`src/rtl/exe_alu_stage_pkg.sv`:
```
// -----------------------------------------------------------------------------
// exe_alu_stage_pkg
// Shared processor definitions for the execute stage: ALU opcode encodings and
// the bit positions of the N, Z, C and V flags inside the 4-bit status word.
// No ports (package).
// -----------------------------------------------------------------------------
package exe_alu_stage_pkg;

    // ALU opcodes as issued by the decode stage. CMP/TST/LDR/STR reuse
    // SUB/AND/ADD with their write enables already suppressed upstream.
    typedef enum logic [3:0] {
        OP_NOP = 4'b0000,
        OP_MOV = 4'b0001,
        OP_ADD = 4'b0010,
        OP_ADC = 4'b0011,
        OP_SUB = 4'b0100,
        OP_SBC = 4'b0101,
        OP_AND = 4'b0110,
        OP_ORR = 4'b0111,
        OP_EOR = 4'b1000,
        OP_MVN = 4'b1001
    } alu_op_e;

    // Status word layout: {N, Z, C, V}
    localparam int unsigned FLAG_N = 3;
    localparam int unsigned FLAG_Z = 2;
    localparam int unsigned FLAG_C = 1;
    localparam int unsigned FLAG_V = 0;

endpackage

```
`src/rtl/exe_alu_stage_alu.sv`:
```
// -----------------------------------------------------------------------------
// alu
// Purely combinational ALU for the execute stage. Produces the result and the
// candidate next NZCV word; the caller decides whether the flags are committed.
// Ports:
//   exe_cmd     in   4      ALU opcode
//   val_1       in   DATA_W operand 1
//   val_2       in   DATA_W shifter-operand output
//   status_cur  in   4      current registered {N,Z,C,V} (carry-in, C/V hold)
//   result      out  DATA_W ALU result
//   status_next out  4      next {N,Z,C,V}
// -----------------------------------------------------------------------------
module alu
    import exe_alu_stage_pkg::*;
#(
    parameter int DATA_W = 32
) (
    input  logic [3:0]        exe_cmd,
    input  logic [DATA_W-1:0] val_1,
    input  logic [DATA_W-1:0] val_2,
    input  logic [3:0]        status_cur,
    output logic [DATA_W-1:0] result,
    output logic [3:0]        status_next
);

    logic [DATA_W:0] wide_s;
    logic            is_add_s;
    logic            is_sub_s;
    logic            c_in_s;

    assign c_in_s = status_cur[FLAG_C];

    // Opcode decode and the DATA_W+1 bit arithmetic; bit DATA_W is carry/borrow.
    always_comb begin
        wide_s   = {(DATA_W+1){1'b0}};
        is_add_s = 1'b0;
        is_sub_s = 1'b0;
        case (exe_cmd)
            OP_MOV: wide_s = {1'b0, val_2};
            OP_MVN: wide_s = {1'b0, ~val_2};
            OP_ADD: begin
                wide_s   = {1'b0, val_1} + {1'b0, val_2};
                is_add_s = 1'b1;
            end
            OP_ADC: begin
                wide_s   = {1'b0, val_1} + {1'b0, val_2} + {{DATA_W{1'b0}}, c_in_s};
                is_add_s = 1'b1;
            end
            OP_SUB: begin
                wide_s   = {1'b0, val_1} - {1'b0, val_2};
                is_sub_s = 1'b1;
            end
            OP_SBC: begin
                wide_s   = {1'b0, val_1} - {1'b0, val_2} - {{DATA_W{1'b0}}, ~c_in_s};
                is_sub_s = 1'b1;
            end
            OP_AND: wide_s = {1'b0, val_1 & val_2};
            OP_ORR: wide_s = {1'b0, val_1 | val_2};
            OP_EOR: wide_s = {1'b0, val_1 ^ val_2};
            default: wide_s = {(DATA_W+1){1'b0}};
        endcase
    end

    assign result = wide_s[DATA_W-1:0];

    // Flag generation: N/Z always follow the result, C/V only for arithmetic.
    always_comb begin
        status_next         = status_cur;
        status_next[FLAG_N] = result[DATA_W-1];
        status_next[FLAG_Z] = (result == {DATA_W{1'b0}});
        if (is_add_s) begin
            status_next[FLAG_C] = wide_s[DATA_W];
            status_next[FLAG_V] = (val_1[DATA_W-1] == val_2[DATA_W-1]) &&
                                  (result[DATA_W-1] != val_1[DATA_W-1]);
        end else if (is_sub_s) begin
            // Carry is the inverted borrow: 1 means no borrow occurred.
            status_next[FLAG_C] = ~wide_s[DATA_W];
            status_next[FLAG_V] = (val_1[DATA_W-1] != val_2[DATA_W-1]) &&
                                  (result[DATA_W-1] != val_1[DATA_W-1]);
        end else begin
            status_next[FLAG_C] = status_cur[FLAG_C];
            status_next[FLAG_V] = status_cur[FLAG_V];
        end
    end

endmodule

```
`src/rtl/exe_alu_stage.sv`:
```
// -----------------------------------------------------------------------------
// exe_alu_stage
// Execute pipeline stage: one-cycle ALU with the EXE/MEM pipeline register and
// the NZCV status register. Priority at each edge: rst > flush > freeze > load.
// Ports:
//   clk, rst (async, active-low)
//   freeze        in  hold all state (downstream stall)
//   flush         in  kill captured instruction (valid/enables cleared)
//   in_valid      in  issue-stage instruction valid
//   exe_cmd       in  ALU opcode
//   s_update      in  instruction writes NZCV
//   val_1, val_2  in  operands
//   wb_en_in, mem_r_en_in, mem_w_en_in, dest_in, st_val_in  in  pass-through
//   out_valid, alu_res, wb_en, mem_r_en, mem_w_en, dest, st_val  out  registered
//   status        out registered {N,Z,C,V}
// -----------------------------------------------------------------------------
module exe_alu_stage
    import exe_alu_stage_pkg::*;
#(
    parameter int DATA_W = 32
) (
    input  logic              clk,
    input  logic              rst,
    input  logic              freeze,
    input  logic              flush,
    input  logic              in_valid,
    input  logic [3:0]        exe_cmd,
    input  logic              s_update,
    input  logic [DATA_W-1:0] val_1,
    input  logic [DATA_W-1:0] val_2,
    input  logic              wb_en_in,
    input  logic              mem_r_en_in,
    input  logic              mem_w_en_in,
    input  logic [3:0]        dest_in,
    input  logic [DATA_W-1:0] st_val_in,
    output logic              out_valid,
    output logic [DATA_W-1:0] alu_res,
    output logic              wb_en,
    output logic              mem_r_en,
    output logic              mem_w_en,
    output logic [3:0]        dest,
    output logic [DATA_W-1:0] st_val,
    output logic [3:0]        status
);

    logic              out_valid_r;
    logic [DATA_W-1:0] alu_res_r;
    logic              wb_en_r;
    logic              mem_r_en_r;
    logic              mem_w_en_r;
    logic [3:0]        dest_r;
    logic [DATA_W-1:0] st_val_r;
    logic [3:0]        status_r;

    logic [DATA_W-1:0] result_s;
    logic [3:0]        status_next_s;

    // The ALU sees the registered flags, so an ADC right behind an S-setting
    // instruction picks up the carry written at the very same edge.
    alu #(
        .DATA_W (DATA_W)
    ) u_alu (
        .exe_cmd     (exe_cmd),
        .val_1       (val_1),
        .val_2       (val_2),
        .status_cur  (status_r),
        .result      (result_s),
        .status_next (status_next_s)
    );

    // Pipeline and status registers; flush leaves data and status untouched.
    always_ff @(posedge clk or negedge rst) begin
        if (!rst) begin
            out_valid_r <= 1'b0;
            alu_res_r   <= {DATA_W{1'b0}};
            wb_en_r     <= 1'b0;
            mem_r_en_r  <= 1'b0;
            mem_w_en_r  <= 1'b0;
            dest_r      <= 4'b0000;
            st_val_r    <= {DATA_W{1'b0}};
            status_r    <= 4'b0000;
        end else if (flush) begin
            out_valid_r <= 1'b0;
            wb_en_r     <= 1'b0;
            mem_r_en_r  <= 1'b0;
            mem_w_en_r  <= 1'b0;
        end else if (!freeze) begin
            out_valid_r <= in_valid;
            alu_res_r   <= result_s;
            wb_en_r     <= wb_en_in & in_valid;
            mem_r_en_r  <= mem_r_en_in & in_valid;
            mem_w_en_r  <= mem_w_en_in & in_valid;
            dest_r      <= dest_in;
            st_val_r    <= st_val_in;
            if (in_valid && s_update) begin
                status_r <= status_next_s;
            end
        end
    end

    assign out_valid = out_valid_r;
    assign alu_res   = alu_res_r;
    assign wb_en     = wb_en_r;
    assign mem_r_en  = mem_r_en_r;
    assign mem_w_en  = mem_w_en_r;
    assign dest      = dest_r;
    assign st_val    = st_val_r;
    assign status    = status_r;

endmodule
```
`config.mk`:
```
export PLATFORM = sky130hd
export DESIGN_NAME = exe_alu_stage
export DESIGN_NICKNAME = d
export VERILOG_FILES = /design/src/rtl/exe_alu_stage_pkg.sv /design/src/rtl/exe_alu_stage_alu.sv /design/src/rtl/exe_alu_stage.sv
export SDC_FILE = /design/constraint.sdc
export NUM_CORES = 1
export LEC_CHECK = 0
export CAP_MARGIN = 0
export CORE_ASPECT_RATIO = 0.8
export CORE_MARGIN = 5
export CORE_UTILIZATION = 35
export DETAILED_ROUTE_END_ITERATION = 7
export PLACE_DENSITY = 0.63
export SLEW_MARGIN = 20
export SYNTH_ARGS = -nofsm -noshare
export SYNTH_HDL_FRONTEND = slang
export SYNTH_SLANG_ARGS = --single-unit
```
`constraint.sdc`:
```
create_clock -name clk -period 3.2 [get_ports clk]
set_input_delay 0.64 -clock clk [delete_from_list [all_inputs] [get_ports clk]]
set_output_delay 0.64 -clock clk [all_outputs]
set_load 0.05 [all_outputs]
```
==> results.json <==
{
  "outcome": "finished with violations",
  "failed_checks": "setup timing",
  "vias_per_cell": 5.44,
  "synthDominantCellAreaShare_pct": 17.2,
  "crit_path_max_fanout": 4,
  "routed_wl_mm": 51.0,
  "post-route-util_pct": 64.9,
  "ys_seq_elements": 76,
  "port_buffers": 188,
  "critical_path_class": "in -> reg",
  "grt.overflow.total": 0,
  "final_net_count": 2403,
  "worst_slack_ns": -1.28,
  "rsz0062_at_grt": "true",
  "drt-initial-drc-count": 1029,
  "synth_edf_count": 0,
  "diodes": 0,
  "grt_pass1_vias": 14026,
  "seq_power_share_pct": 17.1,
  "synth_nets": 1658,
  "layout-drive-gt1-share_pct": 46.6,
  "hold_path.class": "in -> async",
  "slew_violations": 0,
  "p_sw_share_pct": 42.3,
  "vias": 14223,
  "grt.met1_usage_pct": 39.7,
  "p_comb_share_pct": 66.0,
  "critPathRequiredTime_ns": 3.43,
  "grt_pass1_wl_mm": 78.6,
  "avgSynthCellArea_um2": 7.68,
  "min_period_ns": 4.48,
  "wl_per_cell_um": 19.5,
  "yosys.cell_types.count": 95,
  "synthTopCellsByArea": "dfrtp_1 17%, ha_1 11%, a21oi_1 5.4%",
  "start_util_pct": 35.4,
  "dp_hpwl_mm": 41.1,
  "placed_area_um2": 17600,
  "syn-cell-area_um2": 11100,
  "core_um2": 31400,
  "setup_violations": 27,
  "setup_tns_ns": -20.10,
  "ys_seq_area_share_pct": 17.2,
  "p_sw_w": 0.00298,
  "synth_xor_area_share_pct": 9.32,
  "synthSimpleGateAreaFrac_pct": 22.3,
  "syn_inst": 1443,
  "cts_tree": "done",
  "p_int_w": 0.00408,
  "peakVddDrop_mv": 0.269,
  "ys_warn_count": 0,
  "clockBufferDepth": 2,
  "grt_max_degree": 91,
  "fp.dieW_um": 209,
  "async_flop_share_pct": 100,
  "finalHoldViolations": 0,
  "start_kind": "input port",
  "synth_mux_area_share_pct": 6.07,
  "power_frac_clock_pct": 16.9,
  "crit_arrival_ns": 4.71,
  "busiest_layer": "met2",
  "synth_top_family_by_area": "compound AO/OA/AOI/OAI gates",
  "route.detailed.drc": 0,
  "p_per_area_nw_per_um2": 347,
  "fin_worst_skew_ns": 0.00290,
  "maxSlewHeadroom_pct": 25.1,
  "synth_compound_area_share_pct": 26.6,
  "worst_slew_pin_slew_ns": 1.12,
  "die_h_um": 169,
  "met2_usage_pct": 44.1,
  "synthAdderAreaFrac_pct": 11.6,
  "tritoncts.num_buffers": 9,
  "dieArea_um2": 35400,
  "ant_nets": 0,
  "final_area_um2": 20300,
  "grtUsageMet3_pct": 3.94,
  "clockRootBuffer": "clkbuf_16",
  "timing.fmax_ghz": 0.223,
  "total_power_w": 0.00706,
  "ys.flop_type": "dfrtp_1",
  "clkSinkCount": 76,
  "gp_congestion": 0.983,
  "clk-insertion-delay-late_ns": 0.33,
  "htreeDepth": 3,
  "clk_pin_slew_ns": 0.06,
  "ios": 189,
  "antenna_found_initial": 0,
  "p_leak_nw": 9.13,
  "synth_top_area_cell": "dfrtp_1",
  "firstDrtPassIters": 6,
  "pre_cts_ws_ns": -2.12,
  "fin_crit_sh_pct": 140,
  "syn_to_final_growth_pct": 83.5,
  "drv_cap": 0,
  "cp-end-kind": "register",
  "grt_use_total_pct": 27.4,
  "rows": 58
}
state kept, by name, summed over array words and instances, names as in the netlist:
| signal | flops |
|---|---|
| st_val | 32 |
| alu_res | 32 |
| mem_r_en | 1 |
| dest | 4 |
| mem_w_en | 1 |
| wb_en | 1 |
| out_valid | 1 |
| status | 4 |
layer usage:
layer | wire length (um) | part of all wire [%] | vias to the layer above
li1 | - | - | 6769
met4 | 889 | 1.7 | 0
met1 | 24000 | 47 | 6852
met2 | 22500 | 44 | 538
met5 | 0 | 0 | -
met3 | 3650 | 7.2 | 64
final cells by class:
cell class                      instances  area, um2
Clock buffer                           11        253
Clock inverter                          5        106
Fill cell                            2660      11000
Inverter                              103        425
Multi-Input combinational cell       1175      10300
Sequential cell                        76       1900
Tap cell                              420        526
Timing Repair Buffer                  823       6850
cell families (layout without fill, tap and decap cells):
kind of cell	Yosys count	after routing
xor+xnor	118	118
flops	76	76
simple gates	466	466
compound gates	428	428
mux	61	61
fa+ha+maj	102	102
buf+inv	192	942
power by group through the flow:
stage	Combinational [W]	Sequential [W]	Clock [W]
2_1_floorplan	0.00155	0.00174	0
3_3_place_gp	0.00397	0.00122	0
3_5_place_dp	0.00400	0.00123	0
4_1_cts	0.00439	0.00121	0.00121
5_1_grt	0.00492	0.00123	0.00126
6_report	0.00466	0.00121	0.00119
cells in the mapped netlist (18+ instances only):
library cell and instances:
buf_2 19, nand4_1 19, inv_1 103, a22oi_1 27, dfrtp_1 76, nand2_1 100, clkbuf_1 58, nor3_1 32
nor2_1 123, a211oi_1 18, mux2_2 50, nor4_1 27, xnor2_1 58, o31ai_1 21, ha_1 100, o22ai_1 22
nand3_1 32, o21ai_0 61, xor2_1 60, a21oi_1 120
timing repair:
item                       in CTS  in global routing
hold buffers                    0                  0
resized for setup             292                153
buffers inserted               71                 35
setup endpoints to repair      32                 31
pin swaps                     117                103
worst max-delay path: stages:
cell and delay [ns]:
buf_8 0.08, clkinvlp_4 0.10, buf_6 0.13, fa_2 0.37, nor2b_4 0.16, o311a_4 0.31, o2111a_2 0.32, o31a_1 0.34
nor4_4 0.31, and4_4 0.33, and4_4 0.27, nand2_4 0.06, xor2_2 0.17, a221oi_2 0.32, nand4_1 0.13, or3_1 0.40
o41ai_2 0.27
cell usage in the layout (no fill, tap or decap), types with 10 or more instances in the layout:
cell	n
a211oi_1	10
a21o_1	15
a21oi_1	89
a21oi_2	27
a22oi_1	26
and2_1	14
buf_4	589
buf_6	41
clkdlybuf4s50_1	146
dfrtp_1	76
dlygate4sd2_1	16
ha_1	72
ha_4	25
inv_1	62
inv_2	34
mux2_2	41
mux2i_1	10
nand2_1	89
nand2b_1	11
nand3_1	20
nand3_2	10
nand4_1	19
nor2_1	114
nor2b_1	10
nor3_1	22
nor4_2	15
o211ai_1	12
o21ai_0	48
o21ai_1	14
o22ai_1	22
o31ai_1	12
xnor2_1	42
xnor2_2	16
xor2_1	53
worst paths after layout:
| kind | end | depth (start not counted) | startpoint | slack [ns] |
|---|---|---|---|---|
| min | alu_res[17] | 1 | rst | 0.45 |
| max reg2reg | status[2] | 15 | status[1] | -0.43 |
| min in group clk | status[0] | 2 | status[0] | 0.49 |
| min reg2reg | status[0] | 2 | status[0] | 0.49 |
| max in group asynchronous | st_val[5] | 1 | rst | 2.12 |
| max | status[2] | 17 | val_2[1] | -1.28 |
stage by stage:
step	cells	hold WS (ns)
global placement	2514	0.472
global route	2613	0.521
finish	2613	0.449
CTS	2593	0.477
floorplan	1443	0.344
detailed placement	2514	0.482
No activity file was read; power rests on OpenSTA's default activity.
